File: src/rtl/cpu_sequencer.sv
// cpu_sequencer: run-control sequencer for a small CPU core.
//   Holds the CPU in reset for RST_CYC cycles, then lets the host single-step
//   it or free-run it at one clock-enable strobe every RATIO cycles.
//
// Parameters
//   RATIO   : cycles between cpu_en strobes in RUN (1 .. 2^24)
//   RST_CYC : cycles cpu_rst is held high in RST (1 .. 255)
//   PC_W    : CPU program counter width
//
// Ports
//   pin_clk   in   clock, rising edge
//   pin_rst   in   asynchronous active-low reset
//   clr       in   pulse, restart the CPU (re-enter RST)
//   start     in   pulse, IDLE -> RUN
//   stop      in   pulse, RUN -> IDLE
//   step      in   pulse, one cpu_en strobe from IDLE
//   cpu_halt  in   level, CPU executed HALT (RUN -> HALTED)
//   cpu_pc    in   CPU program counter
//   bp_addr   in   breakpoint address
//   cpu_en    out  registered one-cycle CPU clock enable
//   cpu_rst   out  registered active-high CPU reset
//   state     out  0 RST, 1 IDLE, 2 RUN, 3 HALTED
//   bp_hit    out  registered one-cycle breakpoint pulse
//
// Configuration
//   CPU_SEQUENCER_BREAKPOINT_EN : when defined, a strobe whose cpu_pc equals
//   bp_addr is replaced by a bp_hit pulse and a return to IDLE. Undefined,
//   bp_addr is ignored and bp_hit is held at 0.
module cpu_sequencer #(
  parameter int RATIO   = 10,
  parameter int RST_CYC = 2,
  parameter int PC_W    = 4
) (
  input  logic            pin_clk,
  input  logic            pin_rst,
  input  logic            clr,
  input  logic            start,
  input  logic            stop,
  input  logic            step,
  input  logic            cpu_halt,
  input  logic [PC_W-1:0] cpu_pc,
  input  logic [PC_W-1:0] bp_addr,
  output logic            cpu_en,
  output logic            cpu_rst,
  output logic [1:0]      state,
  output logic            bp_hit
);

  localparam int CNT_W = (RATIO > 1) ? $clog2(RATIO) : 1;
  localparam logic [CNT_W-1:0] LAST    = CNT_W'(RATIO - 1);
  localparam logic [7:0]       RST_LD  = 8'(RST_CYC - 1);

  typedef enum logic [1:0] {
    S_RST  = 2'd0,
    S_IDLE = 2'd1,
    S_RUN  = 2'd2,
    S_HALT = 2'd3
  } st_t;

  st_t             cur, nxt;
  logic [CNT_W-1:0] cnt, cnt_nxt;
  logic [7:0]       rst_cnt, rst_cnt_nxt;
  logic             first, first_nxt;   // next strobe is the first after start
  logic             en_nxt, bp_nxt;
  logic             tick, bp_match;

  assign tick = (cnt == LAST);

`ifdef CPU_SEQUENCER_BREAKPOINT_EN
  // The first strobe after start skips the compare so a resume from a
  // breakpoint can execute the instruction it stopped on.
  assign bp_match = (cpu_pc == bp_addr) && !first;
`else
  assign bp_match = 1'b0;
  wire unused_bp = ^{cpu_pc, bp_addr};
`endif

  always_comb begin
    nxt         = cur;
    cnt_nxt     = cnt;
    rst_cnt_nxt = rst_cnt;
    first_nxt   = first;
    en_nxt      = 1'b0;
    bp_nxt      = 1'b0;
    if (clr) begin
      nxt         = S_RST;
      rst_cnt_nxt = RST_LD;
      cnt_nxt     = '0;
    end else begin
      unique case (cur)
        S_RST: begin
          if (rst_cnt == 8'd0) nxt = S_IDLE;
          else                 rst_cnt_nxt = rst_cnt - 8'd1;
        end
        S_IDLE: begin
          if (start) begin
            nxt       = S_RUN;
            cnt_nxt   = '0;
            first_nxt = 1'b1;
          end else if (step) begin
            en_nxt = 1'b1;
          end
        end
        S_RUN: begin
          // stop/halt/breakpoint all win over a same-cycle strobe
          if (stop)                 nxt = S_IDLE;
          else if (cpu_halt)        nxt = S_HALT;
          else if (tick && bp_match) begin
            bp_nxt = 1'b1;
            nxt    = S_IDLE;
          end else if (tick) begin
            cnt_nxt   = '0;
            en_nxt    = 1'b1;
            first_nxt = 1'b0;
          end else begin
            cnt_nxt = cnt + CNT_W'(1);
          end
        end
        S_HALT: ;
        default: nxt = S_RST;
      endcase
    end
  end

  always_ff @(posedge pin_clk or negedge pin_rst) begin
    if (!pin_rst) begin
      cur     <= S_RST;
      cnt     <= '0;
      rst_cnt <= RST_LD;
      first   <= 1'b0;
      cpu_en  <= 1'b0;
      cpu_rst <= 1'b1;
      bp_hit  <= 1'b0;
    end else begin
      cur     <= nxt;
      cnt     <= cnt_nxt;
      rst_cnt <= rst_cnt_nxt;
      first   <= first_nxt;
      cpu_en  <= en_nxt;
      cpu_rst <= (nxt == S_RST);
      bp_hit  <= bp_nxt;
    end
  end

  assign state = cur;

endmodule

File: config.mk
export PLATFORM = sky130hd
export DESIGN_NAME = cpu_sequencer
export DESIGN_NICKNAME = d
export VERILOG_FILES = /design/src/rtl/cpu_sequencer.sv
export SDC_FILE = /design/constraint.sdc
export NUM_CORES = 1
export LEC_CHECK = 0
export BUFFER_PORTS_ARGS = -buffer_cell sky130_fd_sc_hd__buf_2
export CORE_MARGIN = 3
export CORE_UTILIZATION = 40
export CTS_CLUSTER_SIZE = 8
export DETAILED_ROUTE_END_ITERATION = 8
export GPL_ROUTABILITY_DRIVEN = 0
export MAX_ROUTING_LAYER = met4
export PLACE_DENSITY = 0.6
export REMOVE_ABC_BUFFERS = 1
export SETUP_SLACK_MARGIN = 0.5
export SYNTH_ARGS = -nofsm -noshare
export SYNTH_HDL_FRONTEND = slang
export SYNTH_SLANG_ARGS = --single-unit
File: constraint.sdc
create_clock -name pin_clk -period 3.45 [get_ports pin_clk]
set_clock_uncertainty 0.05 [all_clocks]
set_input_delay 0.5175 -clock pin_clk [delete_from_list [all_inputs] [get_ports pin_clk]]
set_output_delay 0.5175 -clock pin_clk [all_outputs]
set_load 0.03 [all_outputs]
* After elaboration in Yosys (flattened, before gate mapping)
Cells that the tools add are included.
** Word-level totals
- Bits in registers :: 16
- Output and inout bits :: 5
- Logic and storage cells :: 43
** Operators by class
- Add/sub/neg operators :: 2
- Eq/ne operators :: 7
- Multiplexer cells :: 22
- Reduce and logical (&&, ||, !) cells :: 7
** Operators by type and width (count)
- $mux W8 :: 3
- $mux W4 :: 5
- $mux W2 :: 5
- $ne A3 B3 Y1 const B :: 3
- $logic_not A8 Y1 :: 1
- $pmux W4 S2 :: 1
- $sub A8 B1 Y8 const B :: 1
- $mux W1 :: 6
- $pmux W2 S3 :: 1
- $add A4 B1 Y4 const B :: 1
- $eq A4 B4 Y1 const B :: 1
- $logic_not A2 Y1 :: 2
- $reduce_and A4 Y1 :: 1
- $reduce_bool A3 Y1 :: 1
- $eq A2 B1 Y1 const B :: 1
- $eq A2 B2 Y1 const B :: 1
- $ne A2 B2 Y1 const B :: 1
- $pmux W1 S2 :: 1
- $reduce_and A2 Y1 :: 1
- $reduce_bool A2 Y1 :: 1

* Longest topological paths before layout
- Depth in word-level cells :: 6
- Depth in mapped cells :: 8
- Mapped depth without buffers :: 6

* Least setup slack after synthesis
OpenSTA, ideal clock, no wires.
- Path type :: register -> register
- Start point :: register cur[0] (netlist: state[0])
- End point :: register cnt[3]
- Setup time :: 82 ps
- Data arrival time :: 2180 ps
- Path slack :: 1137 ps
- Stages on the path, launching flop included :: 9
- Buffers on the path :: 2
- Period minus slack after synthesis :: 2313 ps
- Path through :: dfrtp_1 > inv_1 > ha_1 > buf_6 > o21a_1 > or3_1 > buf_2 > or4_1 > a31oi_1
** Between the ends
- Longest elaborated chain between the ends :: 3
** RTL lines
- start: declaration :: line 60 : st_t cur, nxt;
- start signal: assignment :: line 135 : cur <= nxt;
- $eq A2 B2 Y1 / $eq A2 B1 Y1 (equally long branches) :: line 90 : unique case (cur)
- $ne A3 B3 Y1 (no line) (tied with other cells)
- $reduce_and A4 Y1 (no line) / $mux W4 (equally long branches)
- end signal: assignment :: line 136 : cnt <= cnt_nxt;
- end: declaration :: line 61 : logic [CNT_W-1:0] cnt, cnt_nxt;
Several ways; a longest one is shown, not always the timed one.
A chain may end at the register's enable or synchronous reset.

* Worst setup path in the final report
Same ends and word-level chain as after synthesis.

==> flow_summary.json <==
{
  "drt-total-wl_mm": 1.96,
  "power_density_nw_per_um2": 717,
  "cts.sinks": 16,
  "cts-htree-levels": 1,
  "ys_types": 42,
  "n_fill_cell": 220,
  "r2r-start": "state[0]",
  "cts-resized-gates": 0,
  "seq_area_sq_um": 403,
  "max_freq_mhz": 446,
  "area_delta_synth_final_pct": 9.48,
  "worstPathArrival_ns": 2.42,
  "irDropWorstVdd_mv": 0.430,
  "synth_flop_cell": "dfrtp_1",
  "root_buffer": "clkbuf_4",
  "syn-cell-area_sq_um": 990,
  "finalCritPeriodShare": 0.651,
  "core-area_sq_um": 2280,
  "numCtsBuffers": 3,
  "critPathLaunchType": "flop",
  "maxSlewViolCount": 0,
  "cp_max_fo": 9,
  "die_h_um": 55.7,
  "comb_power_share": 0.462,
  "synth_edf_count": 0,
  "diodes": 0,
  "cap_violations": 0,
  "nets": 138,
  "design_area_sq_um": 1080,
  "grt_pass1_vias": 801,
  "ys_ff_latch": 16,
  "finalSetupTns_ns": 0,
  "wl_met1_um": 923,
  "worst-setup-path-type": "flop to flop",
  "p_sw_uw": 316,
  "groute.usage.overall": 0.151,
  "clk_path_buf_depth": 2,
  "crit_start": "state[0]",
  "max-slew-margin-rel": 0.660,
  "cp-end-kind": "flop",
  "p_int_uw": 461,
  "dp_hpwl_mm": 1.44,
  "die_w_um": 55.7,
  "setup_viol": 0,
  "yosys_warnings": 0,
  "status": "complete, no violations",
  "routed_via_density": 5.54,
  "hp-class": "input pin to async pin",
  "grt_max_degree": 18,
  "post_cts_buffers": 0,
  "cp.required_ns": 3.63,
  "tightest_slew_ns": 0.508,
  "dp_slack_ns": 1.24,
  "cts_tree": "yes",
  "p_leak_nw": 0.474,
  "hold_buffers": 0,
  "whs_ns": 0.0654,
  "die-area_sq_um": 3110,
  "start_util": 0.435,
  "dr.max_layer_used": "met4",
  "placed_area_sq_um": 1050,
  "synthCells": 104,
  "fin_util": 0.476,
  "met2_length_um": 909,
  "fin_ws_ns": 1.21,
  "clock_latency_ns": 0.30,
  "remaining_drc_errors": 0,
  "sw_frac_of_total": 0.407,
  "met3_length_um": 75,
  "yosysSeqAreaShare": 0.407,
  "routedWlPerCell_um": 13.8,
  "rows": 17,
  "io_pins": 20,
  "syn_area_per_cell_sq_um": 9.52,
  "grt_pass1_wl_mm": 3.53,
  "layout.cells.non_filler": 142,
  "ys_async_sr_fraction": 1.00,
  "post-route-min-period_ns": 2.24,
  "antenna_found_initial": 0,
  "rsz0062_at_grt": "false",
  "clockPowerShare": 0.169,
  "drive_gt1_frac": 0.158,
  "hold_viol_final": 0,
  "vias": 787,
  "post-place-cells": 138,
  "ant_nets": 0,
  "multi_input_area_sq_um": 533,
  "clkTransAtPathRegs_ns": 0.10,
  "drtIter0Drc": 13,
  "p_seq_frac": 0.368,
  "total_power_uw": 777,
  "overflow": 0,
  "io_buffer_count": 10,
  "drt_pre_antenna_iters": 4
}
## routing by layer
layer  track usage  vias to the layer above
met1         0.181                      381
met2         0.236                       17
li1              -                      384
met3        0.0302                        5
met4        0.0833                        0
met5             -                        -
## cells in the mapped netlist, types with 2 or more instances
library cell  count  area (sq um)
a21oi_1           4          20.0
a31oi_1           2          12.5
dfrtp_1          14           350
dfstp_2           2          52.6
ha_1              8           100
inv_1             7          26.3
nand2_1           4          15.0
nand2b_1          2          12.5
nand3_1           3          15.0
nor2_1           11          41.3
nor2b_1           3          18.8
nor3_1            3          15.0
nor3b_1           2          15.0
o21ai_0           2          10.0
or3_1             5          31.3
or4_1             3          22.5
xnor2_1           3          26.3
xor2_1            2          17.5
## registers in the layout, summed over array words and instances, names as in the netlist
| signal | cells |
|---|---|
| state | 2 |
| cnt | 4 |
| cpu_en | 1 |
| rst_cnt | 8 |
| cpu_rst | 1 |
## placed cells by master, fill, tap and decap left out, types with 2 or more instances in the layout
cell,Yosys,routed
dfrtp_1,14,14
nor3b_1,2,2
nor2_1,11,11
a21oi_1,4,4
nor3_1,3,3
nand2_1,4,4
nor2b_1,3,3
dfstp_2,2,2
clkbuf_4,0,3
xnor2_1,3,3
nand2b_1,2,2
inv_1,7,7
xor2_1,2,2
buf_2,1,10
ha_1,8,8
o21ai_0,2,2
or4_1,3,3
or3_1,5,5
a31oi_1,2,2
nand3_1,3,3
## power by group through the flow
stage / Sequential [mW] / Combinational (mW) / Clock, mW
floorplan: 0.295 / 0.271 / 0
global placement: 0.285 / 0.353 / 0
detailed placement: 0.289 / 0.360 / 0
CTS: 0.285 / 0.363 / 0.133
global route: 0.295 / 0.416 / 0.145
finish: 0.286 / 0.359 / 0.132
## final cells by class
class	instances	area share
tap	28	0.0323
sequential	16	0.372
inverter	7	0.0242
multi-input combinational	77	0.492
clock buffer	4	0.0335
timing repair buffer	10	0.0462
## final timing paths
kind,end,slack (ns),depth (start not counted)
worst max-delay path,cnt[3],1.21,6
worst min-delay path,cnt[0],0.07,1
worst max register to register,cnt[3],1.21,6
worst min register to register,cnt[1],0.53,2
max in group asynchronous,cpu_rst,2.97,1
min in group pin_clk,state[1],0.49,3
## worst max-delay path: stages (launching register included)
cell	delay (ns)
dfrtp_1	0.43
inv_1	0.09
ha_1	0.30
o21a_1	0.14
or3_1	0.46
or4_1	0.53
a31oi_1	0.17
## kinds of logic (layout without fill, tap and decap cells)
logic type               Yosys count  count (layout)  share of synthesized area
XOR/XNOR                           5               5                     0.0443
multiplexers                       2               2                     0.0215
AND/OR/NAND/NOR                   45              45                      0.262
adder cells (fa/ha/maj)            8               8                      0.101
flip-flops                        16              16                      0.407
buffers and inverters             11              21                     0.0544
other                              1               1                    0.00379
AO/OA/AOI/OAI                     16              16                      0.106
Note: power is estimated with default switching activity, not from simulation.
